$ cat config.mk
export PLATFORM = sky130hd
export DESIGN_NAME = mdio_responder
export DESIGN_NICKNAME = d
export VERILOG_FILES = /design/src/rtl/mdio_responder.sv
export SDC_FILE = /design/constraint.sdc
export NUM_CORES = 1
export LEC_CHECK = 0
export CORE_MARGIN = 1.5
export CORE_UTILIZATION = 45
export CTS_CLUSTER_DIAMETER = 60
export DETAILED_ROUTE_END_ITERATION = 8
export DONT_BUFFER_PORTS = 1
export GPL_ROUTABILITY_DRIVEN = 1
export PLACE_DENSITY_LB_ADDON = 0.05
export SYNTH_ARGS = -nofsm -noshare
export SYNTH_HDL_FRONTEND = slang
export SYNTH_SLANG_ARGS = --single-unit
$ cat constraint.sdc
create_clock -name sys_clk -period 4.39 [get_ports sys_clk]
set_clock_uncertainty 0.2 [all_clocks]
set_input_delay 0.878 -clock sys_clk [delete_from_list [all_inputs] [get_ports sys_clk]]
set_output_delay 0.878 -clock sys_clk [all_outputs]
set_load 0.01 [all_outputs]
$ cat src/rtl/mdio_responder.sv
// mdio_responder: Clause-22 MDIO target serving a 32 x 16 register bank.
// MDC/MDIO are oversampled in the sys_clk domain; all outputs are registered.
module mdio_responder #(
  parameter logic [4:0]  PHY_ADDR = 5'd1,
  parameter logic [15:0] PHY_ID1  = 16'h0022,
  parameter logic [15:0] PHY_ID2  = 16'h1611,
  parameter int unsigned PRE_LEN  = 32
) (
  input  logic        sys_clk,
  input  logic        rst,
  input  logic        mdc,
  input  logic        mdio_in,
  output logic        mdio_out,
  output logic        mdio_oe,
  input  logic [15:0] status_in,
  output logic        wr_strobe,
  output logic [4:0]  wr_addr,
  output logic [15:0] wr_data
);

  typedef enum logic [2:0] {
    IDLE, ST, OP, PHYAD, REGAD, TA, DATA
  } state_t;

  localparam logic [5:0] PRE_MIN = 6'(PRE_LEN);

  state_t state, state_nx;

  logic        mdc_s1, mdc_s2, mdc_prev;
  logic        mdio_s1, mdio_s2;
  logic        rise, bit_in, last;
  logic [5:0]  pre_cnt;
  logic [3:0]  bit_cnt;
  logic        is_read, match;
  logic [4:0]  regad;
  logic [14:0] shreg;
  logic [15:0] wr_word, tx, rd_data;
  logic        ro_reg;
  logic [15:0] bank [32];

  assign rise    = mdc_s2 & ~mdc_prev;
  assign bit_in  = mdio_s2;
  assign wr_word = {shreg, bit_in};
  assign ro_reg  = (regad == 5'd1) || (regad == 5'd2) || (regad == 5'd3);

  // Syncs reset to idle-high so a stuck-high MDC never looks like a rise.
  always_ff @(posedge sys_clk) begin
    if (rst) begin
      {mdc_s1, mdc_s2, mdc_prev} <= 3'b111;
      {mdio_s1, mdio_s2}         <= 2'b11;
    end else begin
      mdc_s1   <= mdc;
      mdc_s2   <= mdc_s1;
      mdc_prev <= mdc_s2;
      mdio_s1  <= mdio_in;
      mdio_s2  <= mdio_s1;
    end
  end

  always_ff @(posedge sys_clk) begin
    if (rst) state <= IDLE;
    else     state <= state_nx;
  end

  always_comb begin
    state_nx = state;
    last     = 1'b0;
    unique case (state)
      ST:      last = 1'b1;
      OP:      last = (bit_cnt == 4'd1);
      PHYAD:   last = (bit_cnt == 4'd4);
      REGAD:   last = (bit_cnt == 4'd4);
      TA:      last = (bit_cnt == 4'd1);
      DATA:    last = (bit_cnt == 4'd15);
      default: last = 1'b0;
    endcase
    if (rise) begin
      unique case (state)
        IDLE:  if (!bit_in && pre_cnt >= PRE_MIN) state_nx = ST;
        ST:    state_nx = bit_in ? OP : IDLE;
        // 10 and 01 are the only legal opcodes
        OP:    if (last) state_nx = (shreg[0] ^ bit_in) ? PHYAD : IDLE;
        PHYAD: if (last) state_nx = REGAD;
        REGAD: if (last) state_nx = TA;
        TA:    if (last) state_nx = DATA;
        DATA:  if (last) state_nx = IDLE;
        default: state_nx = IDLE;
      endcase
    end
  end

  always_comb begin
    rd_data = bank[regad];
    unique case (1'b1)
      regad == 5'd1: rd_data = status_in;
      regad == 5'd2: rd_data = PHY_ID1;
      regad == 5'd3: rd_data = PHY_ID2;
      default: ;
    endcase
  end

  always_ff @(posedge sys_clk) begin
    if (rst) begin
      pre_cnt   <= '0;
      bit_cnt   <= '0;
      is_read   <= 1'b0;
      match     <= 1'b0;
      regad     <= '0;
      shreg     <= '0;
      tx        <= '0;
      mdio_out  <= 1'b1;
      mdio_oe   <= 1'b0;
      wr_strobe <= 1'b0;
      wr_addr   <= '0;
      wr_data   <= '0;
      for (int i = 0; i < 32; i++) bank[i] <= '0;
    end else begin
      wr_strobe <= 1'b0;
      if (rise) begin
        shreg   <= wr_word[14:0];
        bit_cnt <= (state == IDLE || last) ? 4'd0 : bit_cnt + 4'd1;
        if (state == IDLE && bit_in)
          pre_cnt <= (pre_cnt == 6'd63) ? pre_cnt : pre_cnt + 6'd1;
        else
          pre_cnt <= '0;
        unique case (state)
          OP:    if (last) is_read <= shreg[0];
          PHYAD: if (last) match <= (wr_word[4:0] == PHY_ADDR);
          REGAD: if (last) regad <= wr_word[4:0];
          TA: if (is_read && match) begin
            if (!last) begin
              tx       <= rd_data;
              mdio_out <= 1'b0;
              mdio_oe  <= 1'b1;
            end else begin
              mdio_out <= tx[15];
              tx       <= {tx[14:0], 1'b1};
            end
          end
          DATA: if (is_read && match) begin
            if (last) begin
              mdio_out <= 1'b1;
              mdio_oe  <= 1'b0;
            end else begin
              mdio_out <= tx[15];
              tx       <= {tx[14:0], 1'b1};
            end
          end else if (!is_read && match && last) begin
            wr_strobe <= 1'b1;
            wr_addr   <= regad;
            wr_data   <= wr_word;
            if (!ro_reg) bank[regad] <= wr_word;
          end
          default: ;
        endcase
      end
    end
  end

endmodule

==> impl_results.md <==
* Status: complete, no violations
* Initial antenna violation count at 5
* Non-filler cells, final at 2,710
* Min-Delay Path Class: in2reg
* Final setup fails at 0
* Fin. max-slew vios at 0
* First-pass GRT wire length at 106 mm
* Clock slew at reported path FFs at 0.06 ns
* Hold_sp: rst
* WL final at 72.4 mm
* CTS tree: yes
* Core area at 0.0588 mm²
* Final Wtd Congestion at 0.817
* Final Critical Period at 3.56 ns
* Clock H-tree levels at 3
* Hold Worst Slack at 0.166 ns
* Fin nets at 1,907
* Worst slew pin tran at 1.24 ns
* Cell Area, Placed at 0.0277 mm²
* Storage element area at 0.0171 mm²
* Reg2reg start: state[1]
* Final Power at 0.0119 W
* Number of top-level pins at 44
* Routed length per instance at 26.7 µm
* Routed length on met2 at 36.4 mm
* Share of cells above drive strength 1 at 0.174
* Area growth syn-to-layout at 11.4%
* M1 WL at 31.1 mm
* Async S/R FF share, synth at 0
* YS warnings at 0
* Placed cells at 2,589
* Pin count of the biggest net entering global routing at 136
* Top area cells in the synthesized netlist: edfxtp_1 58%, mux4_2 11%, and2_1 10%
* Number of flops mapped to enable cells by yosys at 512
* Top FF cell, synth: edfxtp_1
* Antenna cells at 0
* Clock insertion delay at the later pin of the skew report at 0.60 ns
* DR WL met3 at 3.34 mm
* DP HPWL at 44.2 mm
* Leak Pwr at 10.1 nW
* Drt first pass iters at 7
* Synth cell types at 59
* Initial Util at 0.453
* Drt drc at 0
* Fin. Hold Viols at 0
* Critical Path RT at 4.63 ns
* Routed vias/inst at 5.61
* Synth area leader: edfxtp_1
* Post-CTS sizing at 0
* Post-synthesis area per instance at 14.3 µm²
* Pwr/cell area at 401 mW/mm²
* CP Max Fanout at 23
* Via count at 15.2k
* Die height at 246 µm
* Area occupied by multi-input gates at 0.00898 mm²
* Post-Synthesis Cell Area at 0.0266 mm²
* Synthesized instance count at 1,869
* Startpoint Class: register
* Total grt overflow at 0
* Postcts setup bufs at 0
* Critical path arrival at 3.80 ns
* Overall die width at 246 µm
* Clk sinks at 597
* Vias in the first global route at 15.3k
* IO buf count at 0
* CTS Buffer Depth at 3
* CP Launch Point: state[1]
* # hold bufs at CTS at 0
* Cell at the root of the clock tree: clkbuf_16
* Sequential fraction of the synthesis area at 0.641
* Share of the synthesized area in the top cell type at 0.577
* Total CTS buffers at 66
* Max Cap Viol at 0
* Row count at 89
* Crit end category: register
* Final Instance Area at 0.0297 mm²
* Top layer in use: met4
* Die area at 0.0607 mm²
* Fmax at 281 MHz
* Fillers at 4,994
* Fin crit share at 0.811
* Slew margin rel. at 0.170
* Number of antenna-violating nets in the routed design at 0
* Post-route setup TNS at 0 ns
* GRT Resource Usage Total at 0.244
* DR iter-0 viols at 1,355
* Peak supply drop at 0.000238 V
* Setup CP Type: reg2reg
* Unrepaired setup endpoints after global routing: no
* Seq cells post-synth at 597
-- per-stage QoR --
stage,setup slack (ns),utilization
after floorplan,0.908,-
after global placement,0.735,0.470
after detailed placement,0.854,0.471
after CTS,0.805,0.505
after global routing,0.584,0.505
final,0.830,0.505
-- worst max-delay path, cell delays in order (launching register included) --
cell and delay [ns]:
dfxtp_1 0.66, and3b_1 0.26, nand4_1 0.09, buf_4 0.22, nor3_2 0.31, nand2_2 0.35, nor2_1 1.05, and2_1 0.24
-- synthesized netlist by cell type (all sizes together), types with 5 or more instances --
library cell / number
a211oi: 14
a21oi: 57
a221o: 9
a22oi: 19
and2: 439
buf: 46
clkbuf: 124
dfxtp: 85
edfxtp: 512
inv: 6
mux2: 5
mux2i: 29
mux4: 134
nand2: 91
nand2b: 9
nand3: 15
nand3b: 6
nand4: 7
nor2: 77
nor2b: 6
nor3: 48
nor4: 16
o211a: 5
o21ai: 41
o22ai: 12
or2: 8
-- report_power, final --
| group | internal, W | switching [W] |
|---|---|---|
| Clock | 0.00300 | 0.00224 |
| Sequential | 0.00633 | 0.0000540 |
| Combinational | 0.000101 | 0.000191 |
| Total | 0.00943 | 0.00248 |
-- layer usage --
| layer | track usage | vias to the layer above |
|---|---|---|
| li1 | - | 6878 |
| met1 | 0.334 | 7876 |
| met2 | 0.409 | 369 |
| met3 | 0.0300 | 82 |
| met4 | 0.0719 | 0 |
| met5 | 0 | - |
-- path summary, 6_finish.rpt --
path | end | slack (ns) | cells after the start
worst max-delay path | bank[17][12] | 0.83 | 7
worst max register to register | bank[17][12] | 0.83 | 7
worst min-delay path | tx[4] | 0.17 | 1
worst min register to register | bit_in | 0.21 | 1
-- registers in the layout, summed over array words and instances (netlist names), named ones only --
| register | flops |
|---|---|
| wr_data | 16 |
| is_read | 1 |
| mdc_prev | 1 |
| wr_strobe | 1 |
| mdio_oe | 1 |
| wr_addr | 5 |
| mdc_s1 | 1 |
| regad | 5 |
| bit_in | 1 |
| match | 1 |
| tx | 16 |
| mdio_out | 1 |
| pre_cnt | 6 |
| state | 3 |
| bank | 512 |
| shreg | 15 |
| bit_cnt | 4 |
| mdc_s2 | 1 |
| mdio_s1 | 1 |
-- cells by family (layout without fill, tap and decap cells) --
family,count (synthesis),after routing,share of synthesized area
and+or+nand+nor,742,742,0.158
DFF,597,597,0.641
buffers and inverters,176,197,0.0290
AOI/OAI and AO/OA,175,175,0.0419
muxes,168,168,0.126
xor gates and xnor gates,7,7,0.00230
adders and majority gates,3,3,0.00141
other,1,48,0.000141
-- area by class of cell --
type / count / share of cell area
Inverter: 6 / 0.000759
Timing Repair Buffer: 70 / 0.0199
Clock inverter: 29 / 0.00447
Clock buffer: 92 / 0.0635
Multi-Input combinational cell: 1143 / 0.303
Sequential cell: 597 / 0.576
Tap cell: 773 / 0.0326
-- layout by cell type (no fill, tap or decap), types with 5 or more instances in the layout --
master       n
edfxtp_1   512
and2_1     439
mux4_2     134
nand2_1     89
dfxtp_1     72
clkbuf_16   71
nor2_1      70
buf_4       64
a21oi_1     57
conb_1      48
nor3_1      46
mux2i_1     29
o21ai_1     26
a22oi_1     19
clkbuf_1    18
nor4_1      16
clkinv_1    16
nand3_1     15
o21ai_0     14
a211oi_1    13
o22ai_1     12
dfxtp_2     11
clkinv_2    10
nand2b_1     9
a221o_1      9
nor2_2       7
nand4_1      7
or2_2        7
nand3b_1     6
nor2b_1      6
o211a_1      5
mux2_2       5
buf_12       5
No activity file was read; power rests on OpenSTA's default activity.
